## src/rtl/downsamp_peak_if.sv

```systemverilog
// downsamp_peak_if: sample input and valid/ready result bus for the peak decimator.
interface downsamp_peak_if #(parameter int DATA_W = 12);
  logic              ena;
  logic [DATA_W-1:0] data_in;
  logic [DATA_W:0]   dout;
  logic              out_valid;
  logic              out_ready;
  logic              ovf;
  modport master(output ena, data_in, out_ready, input dout, out_valid, ovf);
  modport slave(input ena, data_in, out_ready, output dout, out_valid, ovf);
endinterface

```

## src/rtl/downsamp_peak.sv

```systemverilog
// downsamp_peak: windowed max/min/|x|/peak-to-peak decimator with valid/ready output.
// DOWNSAMP_PEAK_P2P_EN enables the peak-to-peak mode; without it mode 11 acts as max.
module downsamp_peak #(
  parameter int DATA_W = 12,
  parameter int CNT_W  = 8
) (
  input  logic             clk,
  input  logic             rst_n,
  input  logic             clr,
  input  logic [CNT_W-1:0] ratio,
  input  logic [1:0]       mode,
  downsamp_peak_if.slave   bus
);
  logic [CNT_W-1:0]         cnt_q, cnt_d, ratio_q, ratio_d;
  logic [1:0]               mode_q, mode_d, mode_eff, m;
  logic signed [DATA_W-1:0] max_q, max_d, min_q, min_d, x;
  logic [DATA_W:0]          dout_q, dout_d, amax, amin, mag, result;
  logic signed [DATA_W:0]   ext_max, ext_min;
  logic                     valid_q, valid_d, ovf_q, ovf_d, start, last;
  assign mode_eff = start ? mode : mode_q;
`ifdef DOWNSAMP_PEAK_P2P_EN
  assign m = mode_eff;
`else
  assign m = (&mode_eff) ? 2'b00 : mode_eff;
`endif
  always_comb begin
    x       = bus.data_in;
    start   = bus.ena && (clr || cnt_q == '0);
    last    = bus.ena && (start ? ratio <= CNT_W'(1) : cnt_q == ratio_q - 1'b1);
    max_d   = !bus.ena ? max_q : (start || x > max_q) ? x : max_q;
    min_d   = !bus.ena ? min_q : (start || x < min_q) ? x : min_q;
    ext_max = {max_d[DATA_W-1], max_d};
    ext_min = {min_d[DATA_W-1], min_d};
    // extra bit lets the most negative sample's magnitude be represented exactly
    amax    = ext_max[DATA_W] ? -ext_max : ext_max;
    amin    = ext_min[DATA_W] ? -ext_min : ext_min;
    mag     = (amax > amin) ? amax : amin;
    result  = (m == 2'b00) ? ext_max : (m == 2'b01) ? ext_min :
              (m == 2'b10) ? mag : ext_max - ext_min;
    cnt_d   = !bus.ena ? (clr ? '0 : cnt_q) : last ? '0 : start ? CNT_W'(1) : cnt_q + 1'b1;
    ratio_d = start ? ratio : ratio_q;
    mode_d  = start ? mode : mode_q;
    dout_d  = last ? result : dout_q;
    valid_d = last || (valid_q && !bus.out_ready);
    ovf_d   = (ovf_q && !clr) || (last && valid_q && !bus.out_ready);
  end
  always_ff @(posedge clk or negedge rst_n) begin
    if (!rst_n) begin
      cnt_q   <= '0;
      ratio_q <= '0;
      mode_q  <= '0;
      max_q   <= '0;
      min_q   <= '0;
      dout_q  <= '0;
      valid_q <= 1'b0;
      ovf_q   <= 1'b0;
    end else begin
      cnt_q   <= cnt_d;
      ratio_q <= ratio_d;
      mode_q  <= mode_d;
      max_q   <= max_d;
      min_q   <= min_d;
      dout_q  <= dout_d;
      valid_q <= valid_d;
      ovf_q   <= ovf_d;
    end
  end
  assign bus.dout      = dout_q;
  assign bus.out_valid = valid_q;
  assign bus.ovf       = ovf_q;
endmodule

```

## src/flat_wrapper.sv

```systemverilog
// flat-port wrapper written by rule: the top's interface ports become plain ports
module downsamp_peak_flat 
#(
  parameter int DATA_W = 12,
  parameter int CNT_W  = 8
)
  (clk, rst_n, clr, ratio, mode, bus_ena, bus_data_in, bus_out_ready, bus_dout, bus_out_valid, bus_ovf);
  downsamp_peak_if #(.DATA_W(DATA_W)) bus_i ();
  input  logic clk;
  input  logic rst_n;
  input  logic clr;
  input  logic [CNT_W-1:0] ratio;
  input  logic [1:0] mode;
  input wire logic [$bits(bus_i.ena)-1:0] bus_ena;
  input wire logic [$bits(bus_i.data_in)-1:0] bus_data_in;
  input wire logic [$bits(bus_i.out_ready)-1:0] bus_out_ready;
  output wire logic [$bits(bus_i.dout)-1:0] bus_dout;
  output wire logic [$bits(bus_i.out_valid)-1:0] bus_out_valid;
  output wire logic [$bits(bus_i.ovf)-1:0] bus_ovf;
  assign bus_i.ena = bus_ena;
  assign bus_i.data_in = bus_data_in;
  assign bus_i.out_ready = bus_out_ready;
  assign bus_dout = bus_i.dout;
  assign bus_out_valid = bus_i.out_valid;
  assign bus_ovf = bus_i.ovf;
  downsamp_peak #(.DATA_W(DATA_W), .CNT_W(CNT_W)) u_core (.clk(clk), .rst_n(rst_n), .clr(clr), .ratio(ratio), .mode(mode), .bus(bus_i));
endmodule
```

## config.mk

```make
export PLATFORM = sky130hd
export DESIGN_NAME = downsamp_peak_flat
export DESIGN_NICKNAME = d
export VERILOG_FILES = /design/src/rtl/downsamp_peak_if.sv /design/src/rtl/downsamp_peak.sv /design/src/flat_wrapper.sv
export SDC_FILE = /design/constraint.sdc
export NUM_CORES = 1
export LEC_CHECK = 0
export ABC_AREA = 1
export BUFFER_PORTS_ARGS = -buffer_cell sky130_fd_sc_hd__buf_2
export CAP_MARGIN = 20
export CORE_MARGIN = 2
export CORE_UTILIZATION = 35
export DETAILED_ROUTE_END_ITERATION = 12
export HOLD_SLACK_MARGIN = 0.12
export PLACE_DENSITY = 0.59
export SYNTH_ARGS = -nofsm -noshare
export SYNTH_HDL_FRONTEND = slang
export SYNTH_SLANG_ARGS = --single-unit
export TNS_END_PERCENT = 50
```

## constraint.sdc

```tcl
create_clock -name clk -period 10.26 [get_ports clk]
set_input_delay 1.026 -clock clk [delete_from_list [all_inputs] [get_ports clk]]
set_output_delay 1.026 -clock clk [all_outputs]
set_load 0.02 [all_outputs]
```

==> Word level (Yosys, flattened, before mapping) <==
Index checks and enable logic that the tools add are counted.
{ "word_totals": {"ramBits": 0, "latch_bits": 0, "romBits": 0, "n_memories": 0, "word_cells": 54, "regBits": 57} }
{ "op_classes": {"n_shift": 0, "n_div": 0, "addsub": 5, "n_lt_le_gt_ge": 4, "n_reduce_logical": 17, "mul": 0, "bitwise_logic": 0, "n_eq_ne": 3, "mux": 17} }
{ "ops": {"columns": ["operator", "count"], "rows": [
  ["two-way mux 13 bit", 6],
  ["two-way mux 12 bit", 4],
  ["two-way mux 8 bit", 4],
  ["negator 12 -> 13 bit", 2],
  ["> comparator 13 bit", 1],
  ["subtractor 12 x 12 -> 13 bit", 1],
  ["> comparator 12 bit", 1],
  ["< comparator 12 bit", 1],
  ["adder 8 x 1 -> 8 bit (second input constant)", 1],
  ["== test 8 bit", 1],
  ["less-or-equal comparator 8 x 1 -> 1 bit (second input constant)", 1],
  ["zero test 8 bit", 1],
  ["subtractor 8 x 1 -> 8 bit (second input constant)", 1],
  ["logical AND 1 bit", 6],
  ["logical OR 1 bit", 5],
  ["two-way mux 2 bit", 2],
  ["== test 2 x 1 -> 1 bit (second input constant)", 1],
  ["== test 2 bit (second input constant)", 1],
  ["zero test 1 bit", 2],
  ["zero test 2 bit", 1],
  ["AND reduction 2 bit", 1],
  ["nonzero test 2 bit", 1],
  ["two-way mux 1 bit", 1]
]} }

==> Depth between registers and ports, before layout <==
{ "logic_depth": {"depth_word": 13, "depth_mapped": 39, "ltp_nobuf": 37} }

==> Worst setup path after synthesis <==
OpenSTA, ideal clock, no wires.
{ "synth_path": {"path_type": "input port to flip-flop", "startpoint": "input port bus_data_in[11]", "endpoint": "register u_core.dout_q[0], in the netlist u_core.bus.dout[0]", "t_arrival_ps": 4433, "slack_ps": 5703, "cell_stages": 28, "path_cell_list": "ha_1 > a21oi_1 > o21ai_1 > nor2_1 > nand2_1 > nand2_1 > nand3_4 > nand2_4 > buf_8 > nand2_2 > nand2_2 > ha_1 > nand2_1 > nor2_1 > nand2_1 > nand2_1 > nand3_1 > and2_1 > ha_1 > nand2_1 > nor3_1 > o21ai_0 > o2111ai_1 > nand2_1 > o311ai_0 > o211ai_1 > o211ai_1 > nand2_1"} }
{ "synth_via": {"elab_chain_cells": 11, "word_cells_on_any_way": 18, "cone_classes": "add/sub (3); order compare (3); mux (10); reduce/logical (2)"} }
{ "synth_lines": {"columns": ["element", "line", "text"], "rows": [
  ["start: declaration", "flat_wrapper.sv:15", "input wire logic [$bits(bus_i.data_in)-1:0] bus_data_in;"],
  ["> comparator 12 bit or < comparator 12 bit (tied branches)", "downsamp_peak.sv:30, downsamp_peak.sv:31", null],
  ["logical OR 1 bit, on equally long branches", "downsamp_peak.sv:30, downsamp_peak.sv:31", null],
  ["two-way mux 12 bit, on equally long branches (2 in a row)", "downsamp_peak.sv:30, downsamp_peak.sv:31", null],
  ["negator 12 -> 13 bit, on equally long branches", "downsamp_peak.sv:35, downsamp_peak.sv:36", null],
  ["two-way mux 13 bit, on equally long branches", "downsamp_peak.sv:35, downsamp_peak.sv:36", null],
  ["> comparator 13 bit", "downsamp_peak.sv:37", "mag = (amax > amin) ? amax : amin;"],
  ["two-way mux 13 bit", "downsamp_peak.sv:37", null],
  ["two-way mux 13 bit", "downsamp_peak.sv:39", "(m == 2'b10) ? mag : ext_max - ext_min;"],
  ["two-way mux 13 bit", "downsamp_peak.sv:38", "result = (m == 2'b00) ? ext_max : (m == 2'b01) ? ext_min :"],
  ["two-way mux 13 bit *", "downsamp_peak.sv:38", null],
  ["end signal: assignment", "downsamp_peak.sv:63", "dout_q <= dout_d;"],
  ["end: declaration", "downsamp_peak.sv:17", "logic [DATA_W:0] dout_q, dout_d, amax, amin, mag, result;"]
]} }
Mark *: on every way between the ends. The rest lies on a longest branch, timed or not.
A chain may end at the register's enable or synchronous reset.

==> Worst setup path in the final report <==
{ "layout_path": {"startpoint": "input port bus_data_in[11]", "endpoint": "register u_core.dout_q[2], in the netlist u_core.bus.dout[2]"} }
The elaborated chain is that of the path after synthesis.

==> flow_metrics.py <==
metrics = {
    "final_layout": {
        "ff_latch_area_um2": 1430,
        "fill_cells": 1581,
        "mostFrequentLayoutCells": "nand2_1 (237), inv_1 (132), dfrtp_1 (57)",
        "nNetsFinal": 913,
        "final_common_cell": "nand2_1",
        "finalCoreUtilization_pct": 40.0,
        "n_antenna_cell": 0,
        "final_cell_area_um2": 6010,
        "multi_input_area_um2": 3300,
        "drive_above_1_share_pct": 11.0,
        "syn_to_final_growth_pct": 12.5,
    },
    "grt": {
        "grt_overflow": 0,
        "grt_max_degree": 58,
        "grt_pass1_vias": 4918,
        "grtUsageTotal_pct": 18.9,
        "grt_pass1_wl_um": 24500,
        "antenna_found_initial": 0,
    },
    "setup_path": {
        "crit_family": "simple AND/OR/NAND/NOR gates",
        "ff2ff_path_depth": 34,
        "critical_path_buf_inv_count": 4,
        "cp_slowest_cell": "inv_1",
        "critPathCaptureType": "flip-flop",
        "crit_top_cell": "nand2_1",
        "r2r_end": "u_core.bus.dout[2]$_DFFE_PN0P_",
        "cp.arrival_ns": 6.08,
        "crit_type": "input port to flip-flop",
        "r2r_slack_ns": 4.80,
        "cp-start-kind": "input port",
        "cp_slowest_stage_delay_ns": 0.42,
        "path_max_fanout": 20,
        "required_ns": 10.48,
        "reg2reg_from": "u_core.max_q[11]$_DFF_PN0_",
    },
    "floorplanning": {
        "initial_utilization_pct": 35.5,
        "die_area_um2": 16300,
        "die_y_um": 128,
        "row_count": 45,
        "core_region_area_um2": 15000,
        "pin_count": 42,
        "die_w_um": 128,
    },
    "sta": {
        "period_share_pct": 57.1,
        "slew-limit-headroom_pct": 34.6,
        "tightest_slew_ns": 0.977,
        "hold_viol_final": 0,
        "clock.fmax_mhz": 171,
        "slew_viol_final": 0,
        "grt_setup_unrepaired": "no",
        "setup-tns-final_ns": 0,
        "skew_ns": 0.00876,
        "setup_viol": 0,
        "fin_crit_ns": 5.86,
    },
    "synth": {
        "syn_area_um2": 5340,
        "yosys_register_bits": 57,
        "yosysWarnings": 0,
        "synth_cell_types": 46,
        "synth_edf_count": 0,
        "synth-async-reset-ratio_pct": 100,
        "syn_area_per_cell_um2": 6.72,
        "yosysSeqAreaShare_pct": 26.7,
        "synthCells": 795,
        "synth_nets": 877,
        "synthFlopType": "dfrtp_1",
    },
    "detailed_routing": {
        "wl_met3_um": 495,
        "dr_total_vias": 4970,
        "drtPass1Iterations": 5,
        "wl_per_cell_um": 14.0,
        "wirelength_met1_um": 6890,
        "drc": 0,
        "dr_wl_met2_um": 6610,
        "totalWireLength_um": 14400,
        "viasPerCell": 4.85,
        "ant_nets": 0,
        "top_layer_used": "met4",
        "drt_iter0_markers": 278,
    },
    "place": {
        "io_buffers": 41,
        "gp_congestion": 0.866,
        "placed_area_um2": 5680,
        "place_hpwl_um": 11300,
    },
    "cts": {
        "clockBufferDepth": 2,
        "cts.clk_slew.worst_paths_ns": 0.05,
        "cts_buffers": 9,
        "cts_num_sinks": 57,
        "cts_setup_buffers": 0,
        "clock-root-buffer": "clkbuf_16",
        "hold_buffers": 0,
        "cts_tree": "done",
        "cts-resized-gates": 0,
        "htree_levels": 3,
        "clk_latency_ns": 0.34,
    },
    "min_path": {
        "hp-class": "flip-flop to flip-flop",
        "hold_start": "u_core.bus.dout[0]$_DFFE_PN0P_",
        "hold_depth": 2,
        "hold-path-endpoint": "u_core.bus.dout[0]$_DFFE_PN0P_",
    },
    "outcome": {
        "status": "finished clean",
    },
    "pwr": {
        "irDropWorstVdd_mv": 0.114,
        "p_per_area_nw_per_um2": 293,
        "p_leak_nw": 3.30,
        "total_power_w": 0.00176,
    },
    "job": {
        "maxCapViolCount": 0,
    },
}
[flip-flops by register name (all words and copies together) (netlist names)]
name / flops
u_core.bus.ovf: 1
u_core.cnt_q: 8
u_core.mode_q: 2
u_core.min_q: 12
u_core.bus.out_valid: 1
u_core.ratio_q: 8
u_core.max_q: 12
u_core.bus.dout: 13
[worst max-delay path by stage]
stage	startpoint	end	slack [ns]	cells after the start
floorplan	bus_data_in[11]	u_core.bus.dout[0]$_DFFE_PN0P_	5.70	28
global placement	bus_data_in[11]	u_core.bus.dout[1]$_DFFE_PN0P_	4.23	36
detailed placement	bus_data_in[11]	u_core.bus.dout[2]$_DFFE_PN0P_	4.19	36
CTS	bus_data_in[11]	u_core.bus.dout[2]$_DFFE_PN0P_	4.47	34
global route	bus_data_in[11]	u_core.bus.dout[3]$_DFFE_PN0P_	3.68	34
finish	bus_data_in[11]	u_core.bus.dout[2]$_DFFE_PN0P_	4.40	34
[worst reg2reg max path, delay by kind of cell (launching register included)]
kind / cells / cell delay (ns)
compound gates: 4 / 0.62
fa+ha+maj: 3 / 0.87
buf+inv: 4 / 0.62
flops: 1 / 0.35
simple gates: 23 / 2.89
[kinds of logic after synthesis]
group                    synth area share, %
AND/OR/NAND/NOR                         31.7
buffers and inverters                   11.5
AO/OA/AOI/OAI                           12.3
flip-flops                              26.7
adder cells (fa/ha/maj)                 13.0
XOR/XNOR                                4.59
other                                  0.141
[per-stage QoR]
step,hold slack [ns],instances,setup WS (ns)
global route,0.508,1024,3.68
global placement,0.460,1008,4.23
CTS,0.478,1024,4.47
floorplan,0.469,795,5.70
finish,0.475,1024,4.40
detailed placement,0.463,1008,4.19
[Yosys cell counts (2+ instances only)]
library cell | count | area share [%]
a211oi_1 | 2 | 0.28
a21oi_1 | 26 | 2.4
a221o_1 | 2 | 0.37
and2_1 | 2 | 0.23
buf_2 | 10 | 0.94
buf_4 | 2 | 0.28
buf_6 | 2 | 0.42
clkbuf_1 | 2 | 0.14
clkinv_1 | 2 | 0.14
conb_1 | 2 | 0.14
dfrtp_1 | 57 | 27
ha_1 | 54 | 13
inv_1 | 132 | 9.3
nand2_1 | 237 | 17
nand2_2 | 12 | 1.4
nand2_4 | 2 | 0.42
nand3_1 | 56 | 5.2
nand3_2 | 3 | 0.56
nand3b_1 | 2 | 0.28
nand4_1 | 13 | 1.5
nor2_1 | 48 | 3.4
nor2_2 | 2 | 0.23
nor3_1 | 7 | 0.66
o2111ai_1 | 2 | 0.33
o211ai_1 | 6 | 0.84
o21a_1 | 2 | 0.28
o21ai_0 | 38 | 3.6
o21ai_1 | 10 | 0.94
o21ai_2 | 6 | 0.98
o21bai_1 | 2 | 0.28
o22ai_1 | 8 | 0.94
or2_2 | 4 | 0.47
xnor2_1 | 7 | 1.1
xor2_1 | 21 | 3.4
[final cells by class]
class,count,share of cell area (%)
Multi-Input combinational cell,586,54.9
Sequential cell,57,23.7
Tap cell,188,3.91
Timing Repair Buffer,42,3.54
Clock buffer,11,4.20
Inverter,135,8.43
Clock inverter,5,1.29
[report_power, final]
| group | internal [W] | leakage, nW | total [W] | switching, W |
|---|---|---|---|---|
| registers | 0.000290 | 0.716 | 0.000325 | 0.0000351 |
| clock network | 0.000225 | 0.162 | 0.000334 | 0.000109 |
| logic | 0.000376 | 2.42 | 0.00110 | 0.000728 |
| total | 0.000891 | 3.30 | 0.00176 | 0.000872 |
[routing by layer]
metal	up-vias	GRT usage, %
met3	26	3.10
met4	0	7.63
li1	2614	-
met2	97	31.1
met5	-	0
met1	2233	24.8
No activity file was read; power rests on OpenSTA's default activity.
